[config.mk]
export PLATFORM = sky130hd
export DESIGN_NAME = ms_shift_reg_flat
export DESIGN_NICKNAME = d
export VERILOG_FILES = /design/src/rtl/shift_pkg.sv /design/src/rtl/ms_shift_reg_if.sv /design/src/rtl/ms_shift_reg_pat_det.sv /design/src/rtl/ms_shift_reg.sv /design/src/flat_wrapper.sv
export SDC_FILE = /design/constraint.sdc
export NUM_CORES = 1
export LEC_CHECK = 0
export CAP_MARGIN = 20
export CELL_PAD_IN_SITES_DETAIL_PLACEMENT = 1
export CELL_PAD_IN_SITES_GLOBAL_PLACEMENT = 1
export CORE_MARGIN = 10
export CORE_UTILIZATION = 26
export CTS_CLUSTER_DIAMETER = 200
export DETAILED_ROUTE_END_ITERATION = 12
export PLACE_DENSITY_LB_ADDON = 0.08
export SKIP_CTS_REPAIR_TIMING = 1
export SLEW_MARGIN = 20
export SYNTH_ARGS = -nofsm -noshare
export SYNTH_HDL_FRONTEND = slang
export SYNTH_SLANG_ARGS = --single-unit
[constraint.sdc]
create_clock -name Cp -period 1.23 [get_ports Cp]
set_clock_uncertainty 0.05 [all_clocks]
set_input_delay 0.1845 -clock Cp [delete_from_list [all_inputs] [get_ports Cp]]
set_output_delay 0.1845 -clock Cp [all_outputs]
set_load 0.01 [all_outputs]
[src/rtl/shift_pkg.sv]
// Shared operation encodings for the ms_shift_reg universal register bank.
package shift_pkg;

    localparam int unsigned MODE_W = 3;

    localparam logic [MODE_W-1:0] MODE_HOLD = 3'b000;
    localparam logic [MODE_W-1:0] MODE_SHL  = 3'b001;
    localparam logic [MODE_W-1:0] MODE_SHR  = 3'b010;
    localparam logic [MODE_W-1:0] MODE_LOAD = 3'b011;
    localparam logic [MODE_W-1:0] MODE_ROL  = 3'b100;
    localparam logic [MODE_W-1:0] MODE_ROR  = 3'b101;
    localparam logic [MODE_W-1:0] MODE_JOHN = 3'b110;
    localparam logic [MODE_W-1:0] MODE_CLR  = 3'b111;

endpackage

[src/rtl/ms_shift_reg_if.sv]
// Control/data bundle for ms_shift_reg; master drives controls, slave is the register bank.
interface ms_shift_reg_if
    import shift_pkg::*;
#(
    parameter int unsigned WIDTH     = 8,
    parameter int unsigned PATTERN_W = 4
);

    logic                 En;
    logic [MODE_W-1:0]    Mode;
    logic                 Dsl;
    logic                 Dsr;
    logic [WIDTH-1:0]     Din;
    logic [PATTERN_W-1:0] Pat;
    logic [WIDTH-1:0]     Q;
    logic [WIDTH-1:0]     Qn;
    logic                 So_l;
    logic                 So_r;
    logic                 Match;

    modport master (
        output En, Mode, Dsl, Dsr, Din, Pat,
        input  Q, Qn, So_l, So_r, Match
    );

    modport slave (
        input  En, Mode, Dsl, Dsr, Din, Pat,
        output Q, Qn, So_l, So_r, Match
    );

endinterface

[src/rtl/ms_shift_reg_pat_det.sv]
// Serial pattern detector fed by the shift-left input stream.
// Only compiled when SHIFT_PATTERN_DETECT_EN is defined.
`ifdef SHIFT_PATTERN_DETECT_EN
module shift_pat_det #(
    parameter int unsigned PATTERN_W = 4
) (
    input  logic                 clk,
    input  logic                 rst_n,
    input  logic                 en_i,
    input  logic                 shl_i,
    input  logic                 dsl_i,
    input  logic [PATTERN_W-1:0] pat_i,
    output logic                 match_o
);

    logic [PATTERN_W-1:0] hist_q, hist_d;
    logic                 match_q, match_d;

    // Shift in on enabled shift-left cycles; any other enabled mode restarts the history.
    always_comb begin
        hist_d  = hist_q;
        match_d = match_q;
        if (en_i) begin
            if (shl_i) begin
                hist_d  = {hist_q[PATTERN_W-2:0], dsl_i};
                match_d = (hist_d == pat_i);
            end else begin
                hist_d  = '0;
                match_d = 1'b0;
            end
        end
    end

    always_ff @(posedge clk or negedge rst_n) begin
        if (!rst_n) begin
            hist_q  <= '0;
            match_q <= 1'b0;
        end else begin
            hist_q  <= hist_d;
            match_q <= match_d;
        end
    end

    assign match_o = match_q;

endmodule
`endif

[src/rtl/ms_shift_reg.sv]
// Universal WIDTH-bit shift/rotate/load/Johnson register bank.
// Optional serial pattern detector enabled by defining SHIFT_PATTERN_DETECT_EN.
module ms_shift_reg
    import shift_pkg::*;
#(
    parameter int unsigned WIDTH     = 8,
    parameter int unsigned PATTERN_W = 4
) (
    input  logic          Cp,
    input  logic          Rn,
    ms_shift_reg_if.slave bus
);

    logic [WIDTH-1:0] q_q, q_d;

    always_comb begin
        q_d = q_q;
        if (bus.En) begin
            case (bus.Mode)
                MODE_SHL:  q_d = {q_q[WIDTH-2:0], bus.Dsl};
                MODE_SHR:  q_d = {bus.Dsr, q_q[WIDTH-1:1]};
                MODE_LOAD: q_d = bus.Din;
                MODE_ROL:  q_d = {q_q[WIDTH-2:0], q_q[WIDTH-1]};
                MODE_ROR:  q_d = {q_q[0], q_q[WIDTH-1:1]};
                // Illegal Johnson states are deliberately left to cycle uncorrected.
                MODE_JOHN: q_d = {q_q[WIDTH-2:0], ~q_q[WIDTH-1]};
                MODE_CLR:  q_d = '0;
                default:   q_d = q_q;
            endcase
        end
    end

    always_ff @(posedge Cp or negedge Rn) begin
        if (!Rn) begin
            q_q <= '0;
        end else begin
            q_q <= q_d;
        end
    end

    assign bus.Q    = q_q;
    assign bus.Qn   = ~q_q;
    assign bus.So_l = q_q[WIDTH-1];
    assign bus.So_r = q_q[0];

`ifdef SHIFT_PATTERN_DETECT_EN
    shift_pat_det #(
        .PATTERN_W (PATTERN_W)
    ) u_pat_det (
        .clk     (Cp),
        .rst_n   (Rn),
        .en_i    (bus.En),
        .shl_i   (bus.Mode == MODE_SHL),
        .dsl_i   (bus.Dsl),
        .pat_i   (bus.Pat),
        .match_o (bus.Match)
    );
`else
    logic unused_pat_c;
    assign unused_pat_c = ^bus.Pat;
    assign bus.Match    = 1'b0;
`endif

endmodule

[src/flat_wrapper.sv]
// flat-port wrapper written by rule: the top's interface ports become plain ports
module ms_shift_reg_flat import shift_pkg::*;
#(
    parameter int unsigned WIDTH     = 8,
    parameter int unsigned PATTERN_W = 4
)
  (Cp, Rn, bus_En, bus_Mode, bus_Dsl, bus_Dsr, bus_Din, bus_Pat, bus_Q, bus_Qn, bus_So_l, bus_So_r, bus_Match);
  ms_shift_reg_if #(.WIDTH(WIDTH), .PATTERN_W(PATTERN_W)) bus_i ();
  input  logic Cp;
  input  logic Rn;
  input wire logic [$bits(bus_i.En)-1:0] bus_En;
  input wire logic [$bits(bus_i.Mode)-1:0] bus_Mode;
  input wire logic [$bits(bus_i.Dsl)-1:0] bus_Dsl;
  input wire logic [$bits(bus_i.Dsr)-1:0] bus_Dsr;
  input wire logic [$bits(bus_i.Din)-1:0] bus_Din;
  input wire logic [$bits(bus_i.Pat)-1:0] bus_Pat;
  output wire logic [$bits(bus_i.Q)-1:0] bus_Q;
  output wire logic [$bits(bus_i.Qn)-1:0] bus_Qn;
  output wire logic [$bits(bus_i.So_l)-1:0] bus_So_l;
  output wire logic [$bits(bus_i.So_r)-1:0] bus_So_r;
  output wire logic [$bits(bus_i.Match)-1:0] bus_Match;
  assign bus_i.En = bus_En;
  assign bus_i.Mode = bus_Mode;
  assign bus_i.Dsl = bus_Dsl;
  assign bus_i.Dsr = bus_Dsr;
  assign bus_i.Din = bus_Din;
  assign bus_i.Pat = bus_Pat;
  assign bus_Q = bus_i.Q;
  assign bus_Qn = bus_i.Qn;
  assign bus_So_l = bus_i.So_l;
  assign bus_So_r = bus_i.So_r;
  assign bus_Match = bus_i.Match;
  ms_shift_reg #(.WIDTH(WIDTH), .PATTERN_W(PATTERN_W)) u_core (.Cp(Cp), .Rn(Rn), .bus(bus_i));
endmodule
==> results.json, run 1 <==
{
  "synthTopCellsByArea": "dfrtp_1, a21oi_1, o22a_1",
  "period_share_pct": 104,
  "synth_top_area_share_pct": 27.4,
  "insertion_delay_ns": 0.26,
  "num_vias": 959,
  "failed_checks": "setup timing",
  "die_area_um2": 5320,
  "placed_cells": 178,
  "worstPathRequired_ns": 1.36,
  "switchingPower_mw": 0.506,
  "gr-usage-all-layers_pct": 12.7,
  "cp_common_cell": "buf_4",
  "avgViaCountPerCell": 5.21,
  "pwr_density_cell_nw_per_um2": 944,
  "initial_utilization_pct": 26.9,
  "finalSetupTns_ns": -0.101,
  "min_path_type": "in -> async",
  "synthTopCellsByCount": "inv_1, dfrtp_1, a21oi_1, nand2_1, a31oi_1",
  "cpPeakStageDelay_ns": 0.40,
  "r2r-start": "u_core.bus.Q[6]",
  "ir_drop_mv": 0.558,
  "slew_violations": 0,
  "path_cells": "buf_4 -> inv_1 -> buf_4 -> nor4b_4 -> a21oi_1 -> a31oi_1",
  "drt_iter0_markers": 40,
  "rows": 19,
  "gr-total-overflow": 0,
  "ys_warn_count": 0,
  "p_clk_share_pct": 16.8,
  "crit_family": "flip-flops",
  "fill_cells": 328,
  "setup_violations": 3,
  "cts_buffer_depth": 2,
  "finalWirelength_um": 3450,
  "grt_pass1_wl_um": 5280,
  "cts_tree": "done",
  "cts_root_buf": "clkbuf_4",
  "dr.pass1.iters": 4,
  "status": "finished with violations",
  "h-tree-depth": 1,
  "p_int_mw": 0.856,
  "swShare_pct": 37.2,
  "antenna_found_initial": 0,
  "ys.flop_type": "dfrtp_1",
  "clk_pin_slew_worst_paths_ns": 0.07,
  "synth_mux_area_share_pct": 0,
  "netlist_instances": 92,
  "antennaDiodeCount": 0,
  "path_class": "reg -> reg",
  "hpwlAfterDp_um": 2650,
  "startpoint_type": "flop",
  "fin_ws_ns": -0.0445,
  "core-area_um2": 2710,
  "syn-cell-area_um2": 729,
  "synthAdderAreaFrac_pct": 0,
  "synth-seq-cells": 8,
  "worst_hold_slack_ns": 0.162,
  "drive_gt1_share_pct": 38.6,
  "fin_area_um2": 1440,
  "cp_num_buf_inv": 3,
  "power_mw": 1.36,
  "synth_xor_xnor_area_share_pct": 0,
  "nNetsFinal": 175,
  "synth_compound_area_share_pct": 33.4,
  "synthSimpleGateAreaFrac_pct": 25.7,
  "synth_edf_count": 0,
  "syn_nets": 112,
  "pwr-share-seq_pct": 27.7,
  "largest_register_ffs": 8,
  "placed_area_um2": 1260,
  "die-width_um": 73.0,
  "synthArstFlopShare_pct": 100,
  "reg2regPathDepth": 6,
  "critPathArrivalTime_ns": 1.41,
  "critPathCaptureType": "flop",
  "period_minus_slack_ns": 1.27,
  "seq_area_frac_synth_pct": 27.4,
  "yosysTopAreaCell": "dfrtp_1",
  "synth.distinct_cells": 36,
  "wl_per_cell_um": 18.8,
  "drv_cap": 0,
  "fmax_mhz": 785,
  "crit_fanout": 3,
  "final_cells": 184,
  "cts_buffers": 3,
  "combPwrFrac_pct": 55.6,
  "area_growth_pct": 97.9,
  "critPathSlowestCell": "dfrtp_1",
  "grt_pass1_vias": 1036,
  "route.detailed.drc": 0,
  "ios": 39,
  "dieHeight_um": 73.0,
  "place_congestion": 0.800,
  "synth_top_family_by_area": "compound AO/OA/AOI/OAI gates",
  "port_buffers": 33,
  "cp-startpoint": "u_core.bus.Q[6]",
  "r2r_setup_slack_ns": -0.04,
  "rsz0062_at_grt": "yes",
  "rr_endpoint": "u_core.bus.Q[5]",
  "p_leak_nw": 0.794,
  "ant_nets": 0,
  "syn_avg_cell_area_um2": 7.93,
  "synth.most_common_cell": "inv_1",
  "clock-sinks": 8,
  "grt_max_degree": 11,
  "hold_viol_final": 0
}
==> logic make-up after synthesis <==
logic type,Yosys count
simple gates,32
flops,8
buf+inv,17
compound gates,34
other cells,1
==> worst reg2reg max path: cells and delay by family (launching register included) <==
| family | cells | cell delay (ns) |
|---|---|---|
| flops | 1 | 0.40 |
| buf+inv | 3 | 0.31 |
| simple gates | 1 | 0.22 |
| compound gates | 2 | 0.22 |
==> power by group through the flow <==
stage | logic [mW] | registers [mW] | clock network [mW]
2_1_floorplan | 0.248 | 0.387 | 0
3_3_place_gp | 0.697 | 0.375 | 0
3_5_place_dp | 0.709 | 0.376 | 0
4_1_cts | 0.712 | 0.372 | 0.232
5_1_grt | 0.824 | 0.386 | 0.238
6_report | 0.757 | 0.377 | 0.229
==> cells in the final DEF, fill, tap and decap left out, drive strengths merged, types with 3 or more instances in the layout <==
| master | instances |
|---|---|
| nand2b | 6 |
| nand2 | 6 |
| o21ai | 4 |
| inv | 10 |
| a21oi | 7 |
| clkdlybuf4s50 | 12 |
| nor2 | 5 |
| a221oi | 3 |
| nand3 | 3 |
| o22a | 4 |
| and3 | 4 |
| buf | 33 |
| clkbuf | 4 |
| a31oi | 5 |
| dfrtp | 8 |
| dlymetal6s2s | 19 |
==> stage by stage <==
stage / setup WS (ns) / utilization (%)
after floorplan: 0.0247 / -
after global placement: -0.517 / 46.5
after detailed placement: -0.553 / 46.5
after CTS: -0.364 / 47.3
after global routing: -0.127 / 53.3
final: -0.0445 / 53.3
==> layout make-up <==
cell class,instances,area [um^2],share of cell area [%]
multi-input cells,67,517,35.8
well taps,31,38.8,2.69
clock buffers,3,22.5,1.56
flip-flops and latches,8,206,14.3
inverters,10,40.0,2.77
repair buffers,65,619,42.9
==> layer usage <==
layer	up-vias	GRT usage, %	share of wire [%]
met2	29	21.2	51
met5	-	0	0
met3	4	4.76	6.3
li1	461	-	-
met4	0	5.70	1.2
met1	465	13.9	42
==> worst max-delay path by stage <==
stage                            to  cells past startpoint
finish              u_core.bus.Q[5]                      6
global route        u_core.bus.Q[5]                      6
CTS                       bus_Qn[5]                      2
detailed placement  u_core.bus.Q[1]                      6
global placement    u_core.bus.Q[5]                      6
floorplan           u_core.bus.Q[5]                      4
No activity file was read; power rests on OpenSTA's default activity.
==> run 2: changes to the inputs <==
Settings changed: SLEW_MARGIN 20 to 25.
==> results of run 2 <==
Final layout, timing and power as in run 1 (identical DEF).
